[src/rtl/serial_pkg.sv]
// Shared definitions for the bit-serial operand feeder: state encoding and frame sizing helpers.
package serial_pkg;

  typedef enum logic [1:0] {
    IDLE  = 2'b00,
    CLEAR = 2'b01,
    SHIFT = 2'b10
  } state_t;

  function automatic int frame_len(input int width, input int pad);
    return width + pad;
  endfunction

  // Counter must be able to hold FRAME itself, hence FRAME+1.
  function automatic int cnt_width(input int frame);
    return $clog2(frame + 1);
  endfunction

endpackage

[src/rtl/frame_bit_counter.sv]
// Bit-position counter for one serial frame: synchronous load-to-zero, count enable,
// and a terminal-count flag on the last bit position.
module frame_bit_counter #(
  parameter int FRAME = 10,
  parameter int CW    = 4
) (
  input  logic          clk,
  input  logic          reset,
  input  logic          load,
  input  logic          en,
  output logic [CW-1:0] cnt,
  output logic          tc
);

  // NOTE: sequential state is updated with <= so every register samples pre-edge values.
  always_ff @(posedge clk or posedge reset) begin
    if (reset)     cnt <= '0;
    else if (load) cnt <= '0;
    else if (en)   cnt <= cnt + CW'(1);
  end

  assign tc = (cnt == CW'(FRAME - 1));

endmodule

[src/rtl/serial_operand_feeder.sv]
// Serialises a parallel operand LSB-first with PAD trailing zeros, preceded by a
// one-cycle clear pulse, for the bit-serial multiply-by-3 FSM.
module serial_operand_feeder
  import serial_pkg::*;
#(
  parameter int WIDTH = 8,
  parameter int PAD   = 2
) (
  input  logic             clk,
  input  logic             reset,
  input  logic             in_valid,
  input  logic [WIDTH-1:0] in_data,
  output logic             in_ready,
  input  logic             ser_hold,
  output logic             ser_clear,
  output logic             ser_valid,
  output logic             ser_bit,
  output logic             frame_last,
  output logic             busy
);

  localparam int FRAME = frame_len(WIDTH, PAD);
  localparam int CW    = cnt_width(FRAME);

  state_t           state, next_state;
  logic [FRAME-1:0] shreg;
  logic [CW-1:0]    cnt;
  logic             tc;
  logic             accept;
  logic             advance;

  frame_bit_counter #(
    .FRAME (FRAME),
    .CW    (CW)
  ) u_counter (
    .clk   (clk),
    .reset (reset),
    .load  (accept),
    .en    (advance),
    .cnt   (cnt),
    .tc    (tc)
  );

  // Handshake and stream qualifiers depend only on registered state and ser_hold.
  assign ser_valid  = (state == SHIFT) && !ser_hold;
  assign frame_last = ser_valid && tc;
  assign in_ready   = (state == IDLE) || frame_last;
  assign ser_clear  = (state == CLEAR);
  assign busy       = (state != IDLE);
  assign ser_bit    = shreg[0];
  assign accept     = in_valid && in_ready;
  assign advance    = ser_valid && !tc;

  // NOTE: next_state gets a default before the case so no path leaves it unassigned (no latch).
  always_comb begin
    next_state = state;
    case (state)
      IDLE:    if (accept) next_state = CLEAR;
      CLEAR:   next_state = SHIFT;
      SHIFT:   if (frame_last) next_state = accept ? CLEAR : IDLE;
      default: next_state = IDLE;
    endcase
  end

  always_ff @(posedge clk or posedge reset) begin
    if (reset) state <= IDLE;
    else       state <= next_state;
  end

  always_ff @(posedge clk or posedge reset) begin
    if (reset)        shreg <= '0;
    else if (accept)  shreg <= FRAME'(in_data);
    else if (advance) shreg <= shreg >> 1;
  end

endmodule
[config.mk]
export PLATFORM = sky130hd
export DESIGN_NAME = serial_operand_feeder
export DESIGN_NICKNAME = d
export VERILOG_FILES = /design/src/rtl/serial_pkg.sv /design/src/rtl/frame_bit_counter.sv /design/src/rtl/serial_operand_feeder.sv
export SDC_FILE = /design/constraint.sdc
export NUM_CORES = 1
export LEC_CHECK = 0
export ABC_CLOCK_PERIOD_IN_PS = 4900
export CELL_PAD_IN_SITES_DETAIL_PLACEMENT = 0
export CELL_PAD_IN_SITES_GLOBAL_PLACEMENT = 1
export CORE_ASPECT_RATIO = 1.2
export CORE_MARGIN = 4
export CORE_UTILIZATION = 30
export DETAILED_ROUTE_END_ITERATION = 10
export GPL_ROUTABILITY_DRIVEN = 0
export PLACE_DENSITY = 0.66
export SYNTH_ARGS = -nofsm -noshare
export SYNTH_HDL_FRONTEND = slang
export SYNTH_HIERARCHICAL = 1
export SYNTH_SLANG_ARGS = --single-unit
[constraint.sdc]
create_clock -name clk -period 4.9 [get_ports clk]
set_input_delay 0.49 -clock clk [delete_from_list [all_inputs] [get_ports clk]]
set_output_delay 0.49 -clock clk [all_outputs]
set_load 0.03 [all_outputs]
==> results of run 1 <==
flip-flops by register name, indices dropped and copies added, names as in the netlist:
register and count:
u_counter/cnt 4, state 2, shreg 8
per-layer routing:
layer / vias up / GRT usage [%]
li1: 251 / -
met1: 229 / 9.51
met2: 15 / 12.6
met3: 2 / 1.67
met4: 0 / 6.71
met5: - / 0
cell families (layout without fill, tap and decap cells):
family,Yosys count,after routing,share of synthesized area (%)
compound gates,5,5,5.14
xor+xnor,1,1,1.16
fa+ha+maj,2,2,3.32
buf+inv,6,26,2.98
flops,14,14,46.4
mux,16,16,24.4
simple gates,17,17,16.6
metrics by stage:
step	cell area [µm²]	total power [mW]	util, %
2_1_floorplan	754	0.371	-
3_3_place_gp	963	0.442	40.9
3_5_place_dp	963	0.443	40.9
4_1_cts	986	0.508	41.9
5_1_grt	986	0.540	41.9
6_report	986	0.496	41.9
layout make-up:
cell class | instances | area (µm²) | share of cell area [%]
Timing Repair Buffer | 17 | 170 | 17.3
Clock buffer | 3 | 22.5 | 2.28
Sequential cell | 14 | 350 | 35.5
Inverter | 6 | 22.5 | 2.28
Multi-Input combinational cell | 41 | 382 | 38.7
Tap cell | 31 | 38.8 | 3.93
worst paths after layout:
check | end | slack, ns
worst max-delay path | in_ready | 2.28
worst min-delay path | u_counter/cnt[3] | 0.45
worst max register to register | shreg[6] | 2.56
worst min register to register | state[1] | 0.58
max in group asynchronous | state[0] | 4.09
min in group clk | state[1] | 0.58
worst max-delay path: cells and delay by family:
kind / cells / cell delay, ns
simple gates: 3 / 0.51
buf+inv: 2 / 1.13
power by group:
| group | internal, mW | switching, mW |
|---|---|---|
| Clock | 0.0284 | 0.0325 |
| Sequential | 0.165 | 0.0321 |
| Combinational | 0.132 | 0.106 |
cells in the final DEF, fill, tap and decap left out:
cell             instances
nand4_1                  1
o21bai_1                 1
nor2_1                   3
a21oi_1                  1
and2b_4                  1
clkbuf_4                 3
nor4b_4                  1
inv_1                    6
a21bo_2                  1
ha_1                     2
o21ai_2                  1
dfrtp_1                 14
or2_2                    1
mux2_1                   7
and2_1                   1
nor3b_1                  1
nand2b_1                 2
mux2_2                   8
mux2_4                   1
and3b_1                  1
xnor2_1                  1
a211oi_1                 1
clkdlybuf4s50_1         17
nand3b_1                 1
nor2b_1                  4
==> results.cfg, run 1 <==
[run_status]
status = completed

[synth]
ys_seq_area_share_pct = 46.4
syn-mean-instance-area_um2 = 12.4
synth_top_area_share_pct = 46.4
synthArstFlopShare_pct = 100
ys.flop_type = dfrtp_1
syn_inst = 61
ys_ff_latch = 14
synth_top_area_cell = dfrtp_1
synthTopCellsByCount = 14 x dfrtp_1, 8 x mux2_2, 7 x mux2_1, 6 x inv_1, 4 x nor2b_1
synth_edf_count = 0
synth_nets = 75
syn-cell-area_um2 = 754
synthTopCellsByArea = dfrtp_1 46%, mux2_2 12%, mux2_1 10%
synth.most_common_cell = dfrtp_1
yosysWarnings = 6
yosys.cell_types.count = 23

[global_routing]
grt_pass1_wl_mm = 2.07
overflow = 0
grtUsageTotal_pct = 8.26
grt_pass1_vias = 483
grt_max_degree = 15
antenna_found_initial = 0

[sta]
slew_viol_final = 0
max-slew-margin-rel_pct = 45.2
fin_worst_skew_ns = 0.00118
fin_crit_ns = 2.62
finalHoldViolations = 0
max_freq_mhz = 382
fin_setup_tns_ns = 0
worstMarginPinSlew_ns = 0.819
rsz0062_at_grt = no
final-setup-viol-count = 0
setup_slack_ns = 2.28
finalCritPeriodShare_pct = 53.4
whs_ns = 0.446

[floorplan]
io_pins = 18
die_area_um2 = 3380
rows = 19
start_util_pct = 32.1
die_h_um = 62.9
die_w_um = 53.8
coreArea_um2 = 2350

[cts]
numCtsBuffers = 3
h-tree-depth = 1
post_cts_resized = 0
hold_buffers = 0
clk_latency_ns = 0.27
clk_root_buffer_cell = clkbuf_4
clockBufferDepth = 2
cts_sinks = 14
clk_pin_slew_ns = 0.07
post_cts_buffers = 0
cts_tree = done

[pwr]
power.leakage_nw = 0.438
ir_drop_mv = 0.217
p_per_area_nw_per_um2 = 503

[detailed_routing]
wl_met2_um = 534
routed.top_layer = met4
wire_per_inst_um = 10.4
dr.pass1.iters = 4
vias = 497
drc_errors = 0
drt-met1-wl_um = 532
drt-initial-drc-count = 3
drt-vias-per-instance = 4.44
ant_nets = 0
wl_mm = 1.17
route.met3.wl_um = 87

[setup_path]
worstSetupPathType = in2out
rr_worst_depth = 5
r2r_start = u_counter/cnt[0]
endpoint_kind = output pin
crit_fanout = 3
crit_start = ser_hold
crit_top_cell = clkdlybuf4s50_1
path_cells = clkdlybuf4s50_1, nor3b_1, and2_1, nand2b_1, clkdlybuf4s50_1
cp_slowest_cell = clkdlybuf4s50_1
worstPathArrival_ns = 2.13
crit_required_ns = 4.41
critPathMaxStageDelay_ns = 0.66
start_kind = input pin

[placement]
place_inst = 109
pre_cts_ws_ns = 2.26
io_buffers = 17
hpwl_um = 918

[cells_and_area]
nFillCells = 235
final_nets = 97
stdcell_count = 112
n_antenna_cell = 0
syn_to_final_growth_pct = 30.7
drive_above_1_share_pct = 21.0

[flow_run]
cap_violations = 0

[hold_path]
min_path_type = in2async
Power figures use the tool's default switching activity.
==> run 2: changes to the inputs <==
ABC_CLOCK_PERIOD_IN_PS = 2600   (was 4900)
clock period = 2.6 ns   (was 4.9 ns; I/O delays follow)
==> run 2 against run 1 <==
Register-to-register slack worse by 2.0 ns. Global-route usage up 0.067 points. Cell count up 1.8%. Sequential power up 89%. Die area unchanged. Wire length up 5.6%. Combinational power up 93%. First-iteration DRC count up 67%. Via count up 1.4%.
==> results.cfg, run 2 (synthesized netlist as in run 1, its figures left out) <==
[sta]
worstMarginPinSlew_ns = 0.502
max-slew-margin-rel_pct = 66.6
final-setup-viol-count = 0
slew_viol_final = 0
fin_worst_skew_ns = 0.00528
fin_crit_ns = 2.29
whs_ns = 0.203
max_freq_mhz = 436
finalHoldViolations = 0
rsz0062_at_grt = no
setup_slack_ns = 0.306
finalCritPeriodShare_pct = 88.2
fin_setup_tns_ns = 0

[global_routing]
overflow = 0
grtUsageTotal_pct = 8.33
grt_pass1_wl_mm = 2.11
grt_pass1_vias = 498
antenna_found_initial = 0
grt_max_degree = 15

[cells_and_area]
regMostFlops = shreg
final_nets = 98
syn_to_final_growth_pct = 33.5
drive_above_1_share_pct = 22.9
largest_register_ffs = 8
final_common_cell = clkdlybuf4s50_1
fin_util_pct = 42.8
final_cell_mix = 17 x clkdlybuf4s50_1, 14 x dfrtp_1, 8 x mux2_2
n_antenna_cell = 0
stdcell_count = 114
reg.largest.list = shreg x8, u_counter/cnt x4, state x2

[cts]
h-tree-depth = 1
post_cts_resized = 0
hold_buffers = 0
numCtsBuffers = 3
clk_latency_ns = 0.27
clk_pin_slew_ns = 0.08
cts_sinks = 14
clockBufferDepth = 2
cts_tree = done
post_cts_buffers = 0
clk_root_buffer_cell = clkbuf_4

[setup_path]
r2r_start = u_counter/cnt[0]
rr_worst_depth = 6
worstSetupPathType = reg2out
worstPathArrival_ns = 2.03
start_kind = flop
cp_slowest_cell = clkdlybuf4s50_1
crit_required_ns = 2.34
path_cells = inv_1, ha_1, and3b_1, and2_1, nand2b_1, clkdlybuf4s50_1
endpoint_kind = output pin
crit_fanout = 4
critPathMaxStageDelay_ns = 0.67
crit_start = u_counter/cnt[1]

[floorplan]
start_util_pct = 32.1
rows = 19
die_w_um = 53.8
coreArea_um2 = 2350
die_h_um = 62.9
io_pins = 18
die_area_um2 = 3380

[placement]
pre_cts_ws_ns = 0.361
io_buffers = 17
hpwl_um = 987
place_inst = 110

[detailed_routing]
ant_nets = 0
drt-initial-drc-count = 5
drc_errors = 0
wl_met2_um = 593
wl_mm = 1.24
vias = 504
wire_per_inst_um = 10.8
drt-met1-wl_um = 547
drt-vias-per-instance = 4.42
route.met3.wl_um = 85
dr.pass1.iters = 3
routed.top_layer = met4

[pwr]
p_per_area_nw_per_um2 = 977
ir_drop_mv = 0.500
power.leakage_nw = 0.451

[hold_path]
min_path_type = in2async

[flow_run]
cap_violations = 0

[run_status]
status = completed
==> run 2: cell count changes in the layout (fill, tap and decap cells not counted), sizes merged <==
cell    before  now
buf          0    1
clkbuf       3    4
==> run 2: layer usage <==
layer / vias up / GRT usage [%]
met3: 2 / 1.43
li1: 254 / -
met4: 0 / 4.79
met1: 235 / 10.5
met2: 13 / 12.9
met5: - / 0
==> run 2: stage by stage <==
| stage | cell area [µm²] | power (mW) |
|---|---|---|
| 3_3_place_gp | 971 | 0.838 |
| 3_5_place_dp | 971 | 0.849 |
| 4_1_cts | 1010 | 1.00 |
| 5_1_grt | 1010 | 1.06 |
| 2_1_floorplan | 754 | 0.699 |
| 6_report | 1010 | 0.984 |
==> run 2: final timing paths <==
check	endpoint	slack, ns
worst min-delay path	u_counter/cnt[3]	0.20
worst min register to register	state[1]	0.58
max in group asynchronous	shreg[7]	2.04
min in group clk	state[1]	0.58
worst max-delay path	in_ready	0.31
worst max register to register	shreg[5]	0.55
==> run 2: power by group <==
part           internal [mW]  switching [mW]
sequential             0.310          0.0626
combinational          0.255           0.206
clock                 0.0851          0.0650
==> run 2: final cells by class <==
type | count | area [µm²]
Inverter | 6 | 22.5
Tap cell | 31 | 38.8
Timing Repair Buffer | 18 | 178
Clock buffer | 4 | 36.3
Fill cell | 229 | 1350
Multi-Input combinational cell | 41 | 382
Sequential cell | 14 | 350
==> run 2: critical path: cells and delay by family, from the launching register on <==
family	cells	cell delay (ns)
buffers and inverters	2	0.73
and+or+nand+nor	3	0.49
adders and majority gates	1	0.14
DFF	1	0.41
